--- src/rtl/shift_rows_pipe.sv ---
// Pipelined Rijndael ShiftRows / InvShiftRows for Nb = 4, 6 or 8 columns.
// The byte permutation sits in front of stage 1; later stages only carry registered data.
module shift_rows_pipe #(
    parameter int NB     = 4,
    parameter int STAGES = 1,
    parameter int TAG_W  = 4
) (
    input  logic               clk,
    input  logic               reset,
    input  logic               in_valid,
    output logic               in_ready,
    input  logic               in_inv,
    input  logic [TAG_W-1:0]   in_tag,
    input  logic [0:32*NB-1]   s_state,
    output logic               out_valid,
    input  logic               out_ready,
    output logic               out_inv,
    output logic [TAG_W-1:0]   out_tag,
    output logic [0:32*NB-1]   shifted_state,
    output logic [2:0]         level
);

    localparam int W = 32 * NB;

    if (!(NB == 4 || NB == 6 || NB == 8)) begin : g_bad_nb
        $error("shift_rows_pipe: NB must be 4, 6 or 8");
    end
    if (STAGES < 1 || STAGES > 4) begin : g_bad_stages
        $error("shift_rows_pipe: STAGES must be 1..4");
    end

    function automatic int row_shift(input int r);
        if (NB == 8 && r >= 2) return r + 1;
        return r;
    endfunction

    logic [0:W-1] fwd;
    logic [0:W-1] inv;
    logic [0:W-1] perm;

    for (genvar c = 0; c < NB; c++) begin : g_col
        for (genvar r = 0; r < 4; r++) begin : g_row
            localparam int SF = (c + row_shift(r)) % NB;
            localparam int SI = (c + NB - row_shift(r)) % NB;
            assign fwd[8*(4*c+r) +: 8] = s_state[8*(4*SF+r) +: 8];
            assign inv[8*(4*c+r) +: 8] = s_state[8*(4*SI+r) +: 8];
        end
    end

    assign perm = in_inv ? inv : fwd;

    logic [STAGES-1:0] vld;
    logic [STAGES-1:0] md;
    logic [STAGES-1:0] ld;
    logic [0:W-1]      st [STAGES];
    logic [TAG_W-1:0]  tg [STAGES];

    // A stage can load if it or any stage after it has room, or the tail drains.
    for (genvar g = 0; g < STAGES; g++) begin : g_ld
        assign ld[g] = out_ready | ~(&vld[STAGES-1:g]);
    end

    logic in_fire;
    logic out_fire;

    assign in_ready  = reset & ld[0];
    assign in_fire   = in_valid & in_ready;
    assign out_fire  = out_valid & out_ready;

    assign out_valid     = vld[STAGES-1];
    assign out_inv       = md[STAGES-1];
    assign out_tag       = tg[STAGES-1];
    assign shifted_state = st[STAGES-1];

    always_ff @(posedge clk) begin
        if (!reset) begin
            vld <= '0;
            md  <= '0;
            for (int i = 0; i < STAGES; i++) begin
                st[i] <= '0;
                tg[i] <= '0;
            end
        end else begin
            if (ld[0]) begin
                vld[0] <= in_valid;
                if (in_valid) begin
                    st[0] <= perm;
                    md[0] <= in_inv;
                    tg[0] <= in_tag;
                end
            end
            for (int i = 1; i < STAGES; i++) begin
                if (ld[i]) begin
                    vld[i] <= vld[i-1];
                    if (vld[i-1]) begin
                        st[i] <= st[i-1];
                        md[i] <= md[i-1];
                        tg[i] <= tg[i-1];
                    end
                end
            end
        end
    end

    always_ff @(posedge clk) begin
        if (!reset) begin
            level <= '0;
        end else if (in_fire && !out_fire) begin
            level <= level + 3'd1;
        end else if (out_fire && !in_fire) begin
            level <= level - 3'd1;
        end
    end

endmodule

--- config.mk ---
export PLATFORM = sky130hd
export DESIGN_NAME = shift_rows_pipe
export DESIGN_NICKNAME = d
export VERILOG_FILES = /design/src/rtl/shift_rows_pipe.sv
export SDC_FILE = /design/constraint.sdc
export NUM_CORES = 1
export LEC_CHECK = 0
export CAP_MARGIN = 40
export CORE_MARGIN = 2
export CORE_UTILIZATION = 40
export CTS_BUF_LIST = sky130_fd_sc_hd__clkbuf_4 sky130_fd_sc_hd__clkbuf_8
export DETAILED_ROUTE_END_ITERATION = 10
export PLACE_DENSITY = 0.79
export SYNTH_ARGS = -nofsm -noshare
export SYNTH_HDL_FRONTEND = slang
export SYNTH_SLANG_ARGS = --single-unit
--- constraint.sdc ---
create_clock -name clk -period 7.4 [get_ports clk]
set_input_delay 1.48 -clock clk [delete_from_list [all_inputs] [get_ports clk]]
set_output_delay 1.48 -clock clk [all_outputs]
set_load 0.1 [all_outputs]
* Word level (Yosys, flattened, before mapping) *
Memory sizes are Yosys's and may differ from the RTL's.
Index checks and enable logic that the tools add are counted.

operators by class
  add/sub/neg operators = 2
  muxes and demuxes = 12
  bitwise operators = 5
  reductions and logical operators = 8

operator list
  operator             number
  $mux 128             1
  $reduce_or 128->1    1
  $mux 120             1
  $mux 1               7
  $mux 3               2
  $mux 4               1
  $reduce_or 4->1      1
  $add 3x1->3 const B  1
  $and 1x1->1          3
  $sub 3x1->3 const B  1
  $logic_and 1x1->1    2
  $logic_not 1->1      2
  $reduce_and 2->1     1
  $reduce_bool 2->1    1
  $not 1->1            1
  $or 1x1->1           1

word-level totals
  flip-flop bits (word level) = 5
  RAM bits = 132
  bits of input ports = 137
  output and inout bits = 138
  logic and storage cells = 32
  memories = 2

memories
  name  words  bits a word  read ports  clocked after memory_dff  write ports  line  source
  st    1      128          1           0                         1            55    logic [0:W-1] st [STAGES];
  tg    1      4            1           0                         1            56    logic [TAG_W-1:0] tg [STAGES];

* Longest topological paths before layout *
Gate-level depths: netlist of the first run.

  depth after elaboration = 8
  gate-level depth with buffers = 10

* Worst setup path after synthesis of the first run *
No wires, ideal clock.

  path type = in2reg
  start = in out_ready
  end = mem st[0][0] (netlist bit), enable pin
  arrival time = 3876 ps
  path slack = 2380 ps
  cell stages on the path = 3
  path through = nand2b_4 > nand2_1 > nand2_1

on the way
  cells in the longest elaborated chain, start to end = 6

RTL lines
  element                             line  source
  start: declaration                  16    input logic out_ready,
  $or 1x1->1 *                        60    assign ld[g] = out_ready | ~(&vld[STAGES-1:g]);
  $mux 1 *                            84    if (ld[0]) begin
  $mux 1 *                            76    if (!reset) begin
  $mux 1 (not written as such) *      87    st[0] <= perm;
  $reduce_or 128->1 (no source line)  -
  $mux 1 (no source line) *           -
  end: declaration                    55

Every way passes the cells marked *; elsewhere a longest branch is shown, timed or not.

* Final worst setup path of the first run *
  start = in reset
  end = out in_ready

on the way
  cells in the longest elaborated chain, start to end = 1

RTL lines
  element             line  source
  start: declaration  9     input logic reset,
  $and 1x1->1         66    assign in_ready = reset & ld[0];
  end: declaration    11    output logic in_ready,

No other way between the ends.

==> impl_metrics.yaml, run 1 <==
job:
  drv_cap: 0
critical_path:
  crit_cells: 4
  max_stage_delay_ps: 670
  r2r-start: "out_valid"
  r2r.worst_path.cells: 11
  timing.critical_path.mode_cell: "clkdlybuf4s50_1"
  cpLargestDelayFamily: "buffers and inverters"
  cp-end-kind: "output pin"
  worst_ep_arrival_time_ps: 3070
  timing.reg2reg.setup_slack_ps: 4670
  highest_delay_cell_along_the_critical_path: "clkdlybuf4s50_1"
  worst-path-buf-inv: 3
  required_time_of_the_critical_path_ps: 5920
  worst_setup_path_start_kind: "input pin"
  timing.setup.critical_path_class: "input pin to output pin"
  crit_path_cell_trace: "clkdlybuf4s50_1 -> and2_1 -> clkdlybuf4s50_1 -> buf_8"
  critical_path_peak_fanout: 8
  reg2reg_to: "level[2]"
power:
  max-vdd-ir-drop_mv: 0.1654
  total_power_w: 0.002597
  power.leakage_nw: 4.781
  power_density_mw_per_mm2: 221.7
placed_design:
  buffers_added_on_ports: 274
  detailed_place_hpwl_mm: 14.63
  routability_congestion_estimate: 0.7662
  place_worst_setup_slack_ps: 2456
  dpl_cell_area_mm2: 0.01127
floorplanning:
  num_rows: 43
  die_area_mm2: 0.01520
  start_util: 0.4100
  floorplan.core_area_mm2: 0.01388
  die_height_um: 123.3
  die-width_um: 123.3
  io_pins: 275
clocking:
  cts-root-to-sink-buffers: 2
  clock_sink_count: 137
  clk_latency_ps: 440
  clk_transition_reported_paths_ps: 70
  cts_setup_buffers: 0
  cts-buffers-inserted: 17
  cts-root-buf: "clkbuf_8"
  ctsHtreeMaxLevel: 4
  ctsHoldBuffers: 0
  postCtsResizedCells: 0
  clock_tree_from_tritoncts: "yes"
timing:
  timing.max_slew.rel_slack: 0.5620
  count_of_final_setup_violators: 0
  finalSetupTns_ps: 0
  timing_hold_violations_final: 0
  worst_clock_skew_ps: 11.24
  post-route-min-period_ps: 4555
  fmax_ghz: 0.2196
  final.setup.worst_slack_ps: 2845
  layout_worst_path_cycle_share: 0.6155
  final-max-slew-violation-count: 0
  transition_time_at_the_pin_with_the_least_slew_margin_ps: 657.0
  grt_setup_unrepaired: "false"
detailed_routing:
  drt-wirelength-per-cell_um: 20.09
  via_count: 4807
  viasPerCell: 4.885
  drc: 0
  drt_pre_antenna_iters: 4
  drt_wl_total_mm: 19.77
  drt_iter0_markers: 233
  detail-route-antenna-nets: 0
cells_and_area:
  layout-area-overhead-vs-synth_pct: 105.8
  final_area_mm2: 0.01171
  final_layout_net_count: 929
  drive_gt1_frac: 0.2242
outcome:
  outcome: "completed"
grt:
  grt_pass1_wl_mm: 28.97
  groute.usage.overall: 0.2637
  antenna_found_initial: 2
  overflow: 0
  grt_max_degree: 71
  grt_pass1_vias: 5234
hold_path:
  holdPathStages: 2
  worstHoldPathType: "flop to flop"
  hold_end: "level[2]"
  holdCritStartpoint: "level[2]"
synth:
  synth_largest_area_cell: "edfxtp_1"
  synth_area_mm2: 0.005692
  synth_area_per_cell_um2: 15.18
  number_of_synthesized_register_bits: 137
  syn_inst: 375
  yosys_warnings: 0
  ys_seq_area_frac: 0.7140
  synthesis.nets: 514
  synth.top_cell.area_share: 0.6964
  synth_cell_types: 23
  synthTopCellsByArea: "edfxtp_1, mux2i_1, and2_1"
-- how the worst max path moves through the flow --
stage                         start  endpoint  slack, ps
after floorplan           out_ready  st[0][0]       2380
after global placement        reset  in_ready       2510
after detailed placement      reset  level[2]       2460
after CTS                     reset  in_ready       2830
after global routing          reset  in_ready       2810
final                         reset  in_ready       2850
-- routing by layer --
layer	up-vias	GRT usage	wire length (um)
met3	64	0.07288	1363
li1	2162	-	-
met5	-	0	13
met4	2	0.1349	849
met2	245	0.4756	10590
met1	2334	0.2800	6956
-- power by group --
group	internal [W]	total [W]	switching, W
Combinational	0.000408	0.00101	0.000603
Sequential	0.000917	0.000940	0.0000230
Clock	0.000344	0.000646	0.000302
Total	0.00167	0.00260	0.000927
-- cells in the mapped netlist --
library cell / count
nand2b_4: 1
edfxtp_1: 132
buf_4: 7
xor2_1: 1
a21boi_0: 2
nand3_2: 1
clkbuf_2: 6
a32o_1: 1
buf_2: 2
mux2i_1: 65
and2_1: 70
o21ai_0: 1
inv_1: 2
fa_1: 1
ha_1: 1
or3_1: 1
nand2_1: 3
buf_6: 6
inv_2: 1
xnor2_1: 1
nor2_1: 64
dfxtp_1: 5
nor2b_1: 1
-- tightest hold or removal path: stages, from the launching register on --
cell and delay (ps):
dfxtp_1 330, o21ai_0 60, a21boi_0 70
-- sequential cells by signal, indices dropped and copies added (netlist names) --
name / cells
level: 3
out_inv: 1
out_valid: 1
st: 128
tg: 4
-- cell usage in the layout, fill, tap and decap left out, types with 5 or more instances in the layout --
cell type	synthesis	routed
edfxtp_1	132	132
mux2i_1	65	65
dfxtp_1	5	5
and2_1	70	70
buf_16	0	52
clkbuf_8	0	17
clkdlybuf4s50_1	0	273
buf_8	0	88
nor2_1	64	64
-- cell families after synthesis --
logic type / count (synthesis) / synth area share
and+or+nand+nor: 141 / 0.1275
DFF: 137 / 0.7140
muxes: 65 / 0.1143
buffers and inverters: 24 / 0.03012
AOI/OAI and AO/OA: 4 / 0.005274
xor gates and xnor gates: 2 / 0.003078
adders and majority gates: 2 / 0.005715
-- layout make-up --
cell class / count / area (um^2)
antenna: 1 / 2.502
tap: 180 / 225.2
fill: 592 / 2167
inverter: 3 / 11.26
sequential: 137 / 4064
timing repair buffer: 417 / 5528
clock buffer: 19 / 249.0
clock inverter: 13 / 170.2
multi-input combinational: 214 / 1464
-- through the flow --
stage               hold WS (ps)  instances    util
global placement           481.8        810  0.6138
CTS                        510.5        982  0.8423
finish                     503.4        984  0.8439
floorplan                  940.7        375       -
detailed placement         499.6        950  0.8121
global route               547.3        983  0.8437
No activity file was read; power rests on OpenSTA's default activity.
==> run 2, diff against run 1 <==
==> constraint.sdc (replaced) <==
create_clock -name clk -period 4.6 [get_ports clk]
set_input_delay 0.92 -clock clk [delete_from_list [all_inputs] [get_ports clk]]
set_output_delay 0.92 -clock clk [all_outputs]
set_load 0.1 [all_outputs]
==> impl_metrics.yaml, run 2 (synthesized netlist as in run 1, its figures left out) <==
outcome:
  outcome: "completed"
critical_path:
  timing.setup.critical_path_class: "input pin to output pin"
  critical_path_peak_fanout: 8
  crit_path_cell_trace: "clkdlybuf4s50_1 -> and2_1 -> buf_4"
  worst_ep_arrival_time_ps: 2080
  highest_delay_cell_along_the_critical_path: "clkdlybuf4s50_1"
  required_time_of_the_critical_path_ps: 3680
  max_stage_delay_ps: 690
  worst_setup_path_start_kind: "input pin"
  cp-end-kind: "output pin"
detailed_routing:
  detail-route-antenna-nets: 0
  drt_pre_antenna_iters: 5
  drt-wirelength-per-cell_um: 20.11
  drt_iter0_markers: 325
  drt_wl_total_mm: 19.77
  drc: 0
  via_count: 4743
  viasPerCell: 4.825
floorplanning:
  num_rows: 43
  start_util: 0.4100
  floorplan.core_area_mm2: 0.01388
  die_area_mm2: 0.01520
  io_pins: 275
  die_height_um: 123.3
  die-width_um: 123.3
clocking:
  cts-root-buf: "clkbuf_8"
  clock_sink_count: 137
  ctsHoldBuffers: 0
  cts-buffers-inserted: 17
  clk_latency_ps: 440
  cts_setup_buffers: 0
  clk_transition_reported_paths_ps: 80
  ctsHtreeMaxLevel: 4
  clock_tree_from_tritoncts: "yes"
  postCtsResizedCells: 0
  cts-root-to-sink-buffers: 2
timing:
  finalSetupTns_ps: 0
  layout_worst_path_cycle_share: 0.6531
  grt_setup_unrepaired: "false"
  fmax_ghz: 0.3329
  transition_time_at_the_pin_with_the_least_slew_margin_ps: 856.2
  count_of_final_setup_violators: 0
  final-max-slew-violation-count: 0
  timing.max_slew.rel_slack: 0.4292
  fin_worst_hold_slack_ps: 513.2
  worst_clock_skew_ps: 7.933
  timing_hold_violations_final: 0
  post-route-min-period_ps: 3004
grt:
  grt_pass1_vias: 5171
  antenna_found_initial: 1
  groute.usage.overall: 0.2663
  grt_pass1_wl_mm: 29.02
  grt_max_degree: 70
  overflow: 0
cells_and_area:
  layout_commonest_cell: "clkdlybuf4s50_1"
  max_flop_register: "st"
  layout_common_cells: "clkdlybuf4s50_1, edfxtp_1, buf_8"
  final_layout_net_count: 929
  reg.largest.list: "st x128, tg x4, level x3"
  drive_gt1_frac: 0.2254
  layout-area-overhead-vs-synth_pct: 104.0
  max_reg_flops: 128
  antenna_cells: 0
  utilization: 0.8365
job:
  drv_cap: 0
hold_path:
  worstHoldPathType: "flop to flop"
placed_design:
  routability_congestion_estimate: 0.7882
  buffers_added_on_ports: 274
  detailed_place_hpwl_mm: 14.65
power:
  power_density_mw_per_mm2: 353.3
  max-vdd-ir-drop_mv: 0.2195
  power.leakage_nw: 4.743
==> run 2: stage by stage <==
step | worst slack [ps] | cell area (um^2) | cells | total power (W)
after detailed placement | 1436 | 11220 | 951 | 0.003154
final | 1596 | 11610 | 983 | 0.004103
after floorplan | 114.6 | 5692 | 375 | 0.002382
after CTS | 1599 | 11610 | 983 | 0.004130
after global placement | 1585 | 8552 | 813 | 0.002703
after global routing | 1549 | 11610 | 983 | 0.004223
==> run 2: layout make-up <==
| class | instances | area (um^2) |
|---|---|---|
| Timing Repair Buffer | 417 | 5460 |
| Sequential cell | 137 | 4064 |
| Fill cell | 641 | 2270 |
| Multi-Input combinational cell | 214 | 1464 |
| Clock buffer | 18 | 247.7 |
| Tap cell | 180 | 225.2 |
| Clock inverter | 14 | 138.9 |
| Inverter | 3 | 11.26 |
==> run 2: final timing paths <==
check        cells after the start  slack (ps)      start  endpoint
max                              3        1600      reset  in_ready
min                              1         510    out_inv   out_inv
max reg2reg                      9        2650  out_valid  level[2]
min reg2reg                      1         510    out_inv   out_inv
==> run 2: where the power goes <==
part	total, W	leakage (nW)	switching [W]	internal, W
clock network	0.000973	0.189	0.000519	0.000455
registers	0.00151	1.48	0.0000384	0.00148
logic	0.00162	3.07	0.000968	0.000647
==> run 2: layer usage <==
layer / GRT usage / part of all wire / up-vias
met3: 0.08026 / 0.077 / 56
met5: 0 / 0.00066 / -
met1: 0.2779 / 0.34 / 2270
met4: 0.1264 / 0.040 / 2
met2: 0.4856 / 0.54 / 259
li1: - / - / 2156
==> run 2: critical path: cells and delay by family <==
| family | cells | cell delay (ps) |
|---|---|---|
| simple gates | 1 | 190 |
| buf+inv | 2 | 970 |
